$ cat src/rtl/decision_tree_engine_core.sv
// Sequential decision-tree walker for CAN-bus intrusion detection.
// Fetches one node record per step over an external memory port and reports the leaf class.
module decision_tree_engine_core #(
    parameter int MAX_DEPTH   = 20,
    parameter int MEM_TIMEOUT = 64
) (
    input  logic        clk,
    input  logic        rst,
    input  logic        start,
    output logic        busy,
    output logic        done,
    input  logic [63:0] feature_00,
    input  logic [63:0] feature_01,
    input  logic [63:0] feature_10,
    output logic [8:0]  mem_addr,
    input  logic [8:0]  mem_node_id,
    input  logic [1:0]  mem_feature_idx,
    input  logic [63:0] mem_threshold,
    input  logic [8:0]  mem_left_child,
    input  logic [8:0]  mem_right_child,
    input  logic [1:0]  mem_prediction,
    input  logic        mem_is_leaf,
    input  logic        mem_data_valid,
    output logic [1:0]  result,
    output logic        is_attack,
    output logic [8:0]  final_node_id,
    output logic [8:0]  current_node,
    output logic [4:0]  tree_depth,
    output logic [2:0]  state
);

    localparam logic [2:0] S_IDLE  = 3'd0;
    localparam logic [2:0] S_FETCH = 3'd1;
    localparam logic [2:0] S_WAIT  = 3'd2;
    localparam logic [2:0] S_EVAL  = 3'd3;
    localparam logic [2:0] S_DONE  = 3'd4;

    localparam int         WCW       = $clog2(MEM_TIMEOUT + 1);
    localparam logic [WCW-1:0] WAIT_LAST = WCW'(MEM_TIMEOUT - 1);
    localparam logic [5:0] DEPTH_MAX = 6'(MAX_DEPTH);

    logic [63:0]    f00_r;
    logic [63:0]    f01_r;
    logic [63:0]    f10_r;
    logic [1:0]     idx_r;
    logic [63:0]    thr_r;
    logic [8:0]     left_r;
    logic [8:0]     right_r;
    logic [1:0]     pred_r;
    logic           leaf_r;
    logic [WCW-1:0] wait_cnt_r;

    logic [63:0]    sel_feature_s;
    logic           go_left_s;
    logic           accept_s;
    logic [5:0]     depth_next_s;
    logic [8:0]     child_s;

    // Split evaluation and record acceptance for the current step.
    always_comb begin
        sel_feature_s = 64'd0;
        case (idx_r)
            2'b00:   sel_feature_s = f00_r;
            2'b01:   sel_feature_s = f01_r;
            2'b10:   sel_feature_s = f10_r;
            default: sel_feature_s = 64'd0;
        endcase
        go_left_s    = ($signed(sel_feature_s) <= $signed(thr_r));
        child_s      = go_left_s ? left_r : right_r;
        // A record only counts if it answers the address we actually asked for.
        accept_s     = mem_data_valid && (mem_node_id == mem_addr);
        depth_next_s = {1'b0, tree_depth} + 6'd1;
    end

    // Walk FSM with all outputs registered.
    always_ff @(posedge clk) begin
        if (rst) begin
            state         <= S_IDLE;
            busy          <= 1'b0;
            done          <= 1'b0;
            result        <= 2'b00;
            is_attack     <= 1'b0;
            final_node_id <= 9'd0;
            mem_addr      <= 9'd0;
            current_node  <= 9'd0;
            tree_depth    <= 5'd0;
            f00_r         <= 64'd0;
            f01_r         <= 64'd0;
            f10_r         <= 64'd0;
            idx_r         <= 2'b00;
            thr_r         <= 64'd0;
            left_r        <= 9'd0;
            right_r       <= 9'd0;
            pred_r        <= 2'b00;
            leaf_r        <= 1'b0;
            wait_cnt_r    <= '0;
        end else begin
            done <= 1'b0;
            case (state)
                S_IDLE: begin
                    if (start) begin
                        f00_r        <= feature_00;
                        f01_r        <= feature_01;
                        f10_r        <= feature_10;
                        current_node <= 9'd0;
                        mem_addr     <= 9'd0;
                        tree_depth   <= 5'd0;
                        busy         <= 1'b1;
                        state        <= S_FETCH;
                    end else begin
                        busy <= 1'b0;
                    end
                end
                S_FETCH: begin
                    mem_addr   <= current_node;
                    wait_cnt_r <= '0;
                    state      <= S_WAIT;
                end
                S_WAIT: begin
                    if (accept_s) begin
                        idx_r   <= mem_feature_idx;
                        thr_r   <= mem_threshold;
                        left_r  <= mem_left_child;
                        right_r <= mem_right_child;
                        pred_r  <= mem_prediction;
                        leaf_r  <= mem_is_leaf;
                        state   <= S_EVAL;
                    end else if (wait_cnt_r == WAIT_LAST) begin
                        result        <= 2'b11;
                        is_attack     <= 1'b1;
                        final_node_id <= current_node;
                        busy          <= 1'b0;
                        done          <= 1'b1;
                        state         <= S_DONE;
                    end else begin
                        wait_cnt_r <= wait_cnt_r + {{(WCW-1){1'b0}}, 1'b1};
                    end
                end
                S_EVAL: begin
                    if (leaf_r) begin
                        result        <= pred_r;
                        is_attack     <= (pred_r != 2'b00);
                        final_node_id <= current_node;
                        busy          <= 1'b0;
                        done          <= 1'b1;
                        state         <= S_DONE;
                    end else if (depth_next_s > DEPTH_MAX) begin
                        result        <= 2'b11;
                        is_attack     <= 1'b1;
                        final_node_id <= current_node;
                        busy          <= 1'b0;
                        done          <= 1'b1;
                        state         <= S_DONE;
                    end else begin
                        // Present the child address now so a registered memory is ready by WAIT.
                        current_node <= child_s;
                        mem_addr     <= child_s;
                        tree_depth   <= depth_next_s[4:0];
                        state        <= S_FETCH;
                    end
                end
                S_DONE: begin
                    busy  <= 1'b0;
                    state <= S_IDLE;
                end
                default: begin
                    busy  <= 1'b0;
                    state <= S_IDLE;
                end
            endcase
        end
    end

endmodule

$ cat config.mk
export PLATFORM = sky130hd
export DESIGN_NAME = decision_tree_engine_core
export DESIGN_NICKNAME = d
export VERILOG_FILES = /design/src/rtl/decision_tree_engine_core.sv
export SDC_FILE = /design/constraint.sdc
export NUM_CORES = 1
export LEC_CHECK = 0
export ABC_AREA = 1
export BUFFER_PORTS_ARGS = -buffer_cell sky130_fd_sc_hd__buf_2
export CORE_AREA = 4 4 278 212
export CTS_CLUSTER_DIAMETER = 100
export DETAILED_ROUTE_END_ITERATION = 10
export DIE_AREA = 0 0 282 216
export PLACE_DENSITY_LB_ADDON = 0.05
export SLEW_MARGIN = 15
export SYNTH_ARGS = -nofsm -noshare
export SYNTH_HDL_FRONTEND = slang
export SYNTH_SLANG_ARGS = --single-unit
$ cat constraint.sdc
create_clock -name clk -period 6 [get_ports clk]
set_input_delay 1.2 -clock clk [delete_from_list [all_inputs] [get_ports clk]]
set_output_delay 1.2 -clock clk [all_outputs]
set_load 0.02 [all_outputs]
# Yosys cells after proc, flatten, opt, wreduce, memory -nomap -nowiden

Cells that the tools add are included.
W data, S select, Z words.

Magnitude comparators: 2
Equal/unequal tests: 15
Multiplexer cells: 46
Bitwise operators: 1
Add/subtract/negate cells: 2
Reductions and logical operators: 16

Operators with widths:

| kind                  | number |
|---|---|
| $pmux W64 S3          | 1 |
| $mux W9               | 8 |
| $le A64 B64 Y1        | 1 |
| $pmux W9 S2           | 2 |
| $pmux W9 S3           | 1 |
| $reduce_and A4 Y1     | 4 |
| $mux W3               | 5 |
| $mux W5               | 3 |
| $mux W7               | 2 |
| $pmux W7 S2           | 1 |
| $mux W1               | 13 |
| $ne A2 B2 Y1 const B  | 6 |
| $pmux W3 S4           | 1 |
| $pmux W5 S2           | 1 |
| $eq A9 B9 Y1          | 1 |
| $mux W2               | 4 |
| $reduce_bool A2 Y1    | 4 |
| $add A7 B1 Y7 const B | 1 |
| $eq A7 B6 Y1 const B  | 1 |
| $add A5 B1 Y6 const B | 1 |
| $eq A3 B2 Y1 const B  | 2 |
| $gt A6 B5 Y1 const B  | 1 |
| $ne A3 B3 Y1 const B  | 2 |
| $reduce_and A2 Y1     | 3 |
| 12 further kinds      | 13 |

Register bits after elaboration: 326
Output and inout bits: 40
Logic and storage cells: 101

# Depth between registers and ports, before layout

Depth in word-level cells: 7
Gate-level depth with buffers: 26

# Worst setup path before layout

No wires, ideal clock.

Path kind: reg-to-reg
Start: register idx_r[1]
End: register mem_addr[8]
Path buffers: 1
Required time: 5.869 ns
Slack: 3.225 ns
Cell stages (with the launch flop): 19
Arrival: 2.644 ns
Clock period less this slack: 2.775 ns
Setup time: 0.131 ns
Path through: dfxtp_1 inv_1 nand2_1 clkbuf_1 o221ai_1 ha_1 nand2_1 inv_1 nand3_1 nor3_2 inv_1 nor3_2 nand4_2 nand3_4 nand2_1 nand3_1 nand2_1 nand2_1 a21oi_2

Cells in the longest elaborated chain, start to end: 7

RTL lines:

| item                                 | line | source |
|---|---|---|
| start: declaration                   | 45   | `logic [1:0] idx_r;` |
| start signal: assignment             | 121  | `idx_r <= mem_feature_idx;` |
| $eq A2 B2 Y1 (tied with other cells) | 62   | `case (idx_r)` |
| $pmux W64 S3 *                       | 62   |  |
| $le A64 B64 Y1 *                     | 68   | `go_left_s = ($signed(sel_feature_s) <= $signed(thr_r));` |
| $mux W9 *                            | 69   | `child_s = go_left_s ? left_r : right_r;` |
| $mux W9 *                            | 147  | `end else if (depth_next_s > DEPTH_MAX) begin` |
| $mux W9 *                            | 140  | `if (leaf_r) begin` |
| $pmux W9 S3 *                        | 99   | `case (state)` |
| end signal: assignment               | 115  | `mem_addr <= current_node;` |
| end signal: assignment               | 157  | `mem_addr <= child_s;` |
| end: declaration                     | 15   | `output logic [8:0] mem_addr,` |

Every way passes the cells marked *; elsewhere a longest branch is shown, timed or not. The select of a mux whose other input is x is not followed.
A chain may end at the register's enable or synchronous reset.

# Final worst setup path

Start: register idx_r[0]
End: register mem_addr[1]

The elaborated chain is that of the path after synthesis.

==> reports/qor.txt <==
Clock Sinks = 326
root buffer cell = clkbuf_16
status = finished clean
actual slew at the worst max-slew pin = 1.02 ns
initial antenna violation count = 7
max cap viols = 0
sequential area share after synthesis = 0.451
Wirelength per Cell = 17.9 um
slowest CP cell = inv_2
Cells after Synth = 1900
pre-CTS WS = 1.88 ns
period utilization = 0.669
Critical Path Max Stage Delay = 0.66 ns
die area = 60900 um^2
Vias/cell = 4.58
Filler cells = 6024
Yosys reg bits = 326
worst clock skew = 0.0123 ns
pwr dens = 425 nW/um^2
RSZ-0062 raised after global routing = no
Crit Path Max Fanout = 43
Hold Path Class = flip-flop to flip-flop
Fin. Hold Viols = 0
most used cell, CP = nand2_1
Critical Path Sink Type = flip-flop
Synth area leader = dfxtp_1
Final Power = 7.67 mW
PnR worst setup slack = 1.98 ns
drt initial violations = 556
hold buffer count at CTS = 0
CP Data Required Time = 6.41 ns
Synth cell types = 39
CP Data Arrival Time = 4.42 ns
Crit Path Category = flip-flop to flip-flop
Net count, final = 2523
DP HPWL = 37.5 mm
Die X = 282 um
Initial Utilization = 0.259
Top delay family on crit path = simple AND/OR/NAND/NOR gates
post-synthesis average cell area = 7.61 um^2
I/O Pins = 332
Antenna Nets Post-Route = 0
Routed WL = 52.4 mm
Setup TNS = 0 ns
total gr overflow = 0
area post-placement = 16700 um^2
cts bufs inserted = 38
Yosys top cell area share = 0.451
std cell rows = 75
final setup fails = 0
Clock Latency Late Sink = 0.54 ns
top cells by area, synth = dfxtp_1 45%, a21oi_1 8.7%, nand2_1 8.6%
CTS tree = built
Max Slew Vio Count = 0
Mapped Area = 14500 um^2
Setup crit start kind = flip-flop
min cycle time layout = 4.02 ns
relative slew slack = 0.318
share of layout cells above drive strength 1 = 0.196
H-Tree Depth = 2
Max Fclk = 249 MHz
vias = 13400
Pre-Repair DR Iteration Count = 5
first-pass GRT wire length = 80.4 mm
core footprint = 55800 um^2
drt drc = 0
sum of buffers and inverters on the critical path = 1
Tot GR Track Use = 0.168
worst hold margin = 0.454 ns
PostCTS Resize Cnt = 0
largest net degree at the start of global routing = 189
Die H = 216 um
Post-CTS Setup Repair Bufs = 0
GPL Wtd Cong = 0.773
static leakage = 7.67 nW
area grow syn2layout = 24.8%
vias in the first global route = 13558
Max clock buf depth = 3
VDD IR max = 0.268 mV
clock slew at reported path FFs = 0.06 ns
Synthesis Warnings = 0
critical path, cell by cell = nor2_1, inv_2, o221ai_1, ha_1, nand2_1, nor3_1, nand3_1, nor3_2, nand4_2, nand3_4, nand2_1, nand3_1, nand2_1, nand2_1, a21oi_1
cell area after layout = 18000 um^2
post-synth net total = 2259
port bufs = 331
[cell families (layout without fill, tap and decap cells)]
family / Yosys count / after routing / share of synthesized area
simple gates: 538 / 538 / 0.150
buf+inv: 380 / 672 / 0.102
compound gates: 584 / 584 / 0.235
xor+xnor: 5 / 5 / 0.00303
flops: 326 / 326 / 0.451
other cells: 0 / 1 / 0
fa+ha+maj: 67 / 67 / 0.0580
[registers in the layout (all words and copies together), names as in the netlist, 64 cells and up]
signal,count
f00_r,64
f01_r,64
f10_r,64
thr_r,64
[through the flow]
| step | cells | utilization |
|---|---|---|
| after floorplan | 1900 | - |
| after global placement | 2855 | 0.299 |
| after detailed placement | 2855 | 0.299 |
| after CTS | 2923 | 0.323 |
| after global routing | 2924 | 0.323 |
| final | 2924 | 0.323 |
[where the power goes]
part	internal, mW	leakage (nW)	switching [mW]
logic	0.732	4.32	1.60
clock network	1.56	0.673	0.973
registers	2.63	2.67	0.182
[Yosys cell counts, drive strengths merged]
cell type  instances
nand4             17
a31oi              3
inv              259
buf               15
nor3              10
a21oi            253
xor2               3
clkinv             1
a21o               1
nand3             23
dfxtp            326
o221ai            63
ha                67
xnor2              2
nor4               2
o21a               3
and3               1
o21ai            172
nand2            333
nor3b              1
a211oi            84
o21bai             1
clkbuf           105
o31ai              1
o22ai              2
o211ai             1
nor2             146
or2                5
[worst min-delay path: cells and delay by family, from the launching register on]
kind	cells	cell delay [ns]
AO/OA/AOI/OAI	1	0.05
flip-flops	1	0.30
buffers and inverters	1	0.06
[path summary, 6_finish.rpt]
path / startpoint / end / slack (ns) / cells after the start
worst max-delay path: idx_r[0] / mem_addr[1] / 1.98 / 15
worst min-delay path: f10_r[25] / f10_r[25] / 0.45 / 2
worst max register to register: idx_r[0] / mem_addr[1] / 1.98 / 15
worst min register to register: f10_r[25] / f10_r[25] / 0.45 / 2
[metal layers]
layer | track usage | share of wire | vias up
li1 | - | - | 6870
met1 | 0.244 | 0.50 | 6203
met2 | 0.261 | 0.44 | 259
met3 | 0.0293 | 0.044 | 64
met4 | 0.0353 | 0.016 | 4
met5 | 0 | 0.00051 | -
[area by class of cell]
type	instances	area [um^2]	share of cell area
antenna	1	2.50	0.000139
sequential	326	6530	0.362
inverter	260	980	0.0543
clock buffer	57	1210	0.0668
clock inverter	11	160	0.00887
timing repair buffer	344	1770	0.0982
multi-input combinational	1194	6490	0.359
tap	731	915	0.0507
[placed cells by master (no fill, tap or decap), drive strengths merged, types with 2 or more instances in the layout]
cell type and count:
buf 344, nand2 333, dfxtp 326, inv 258
a21oi 253, o21ai 172, nor2 146, a211oi 84
ha 67, o221ai 63, clkbuf 57, nand3 23
nand4 17, nor3 10, clkinv 7, or2 5
bufinv 4, xor2 3, a31oi 3, o21a 3
o22ai 2, nor4 2, xnor2 2, clkinvlp 2
No activity file was read; power rests on OpenSTA's default activity.
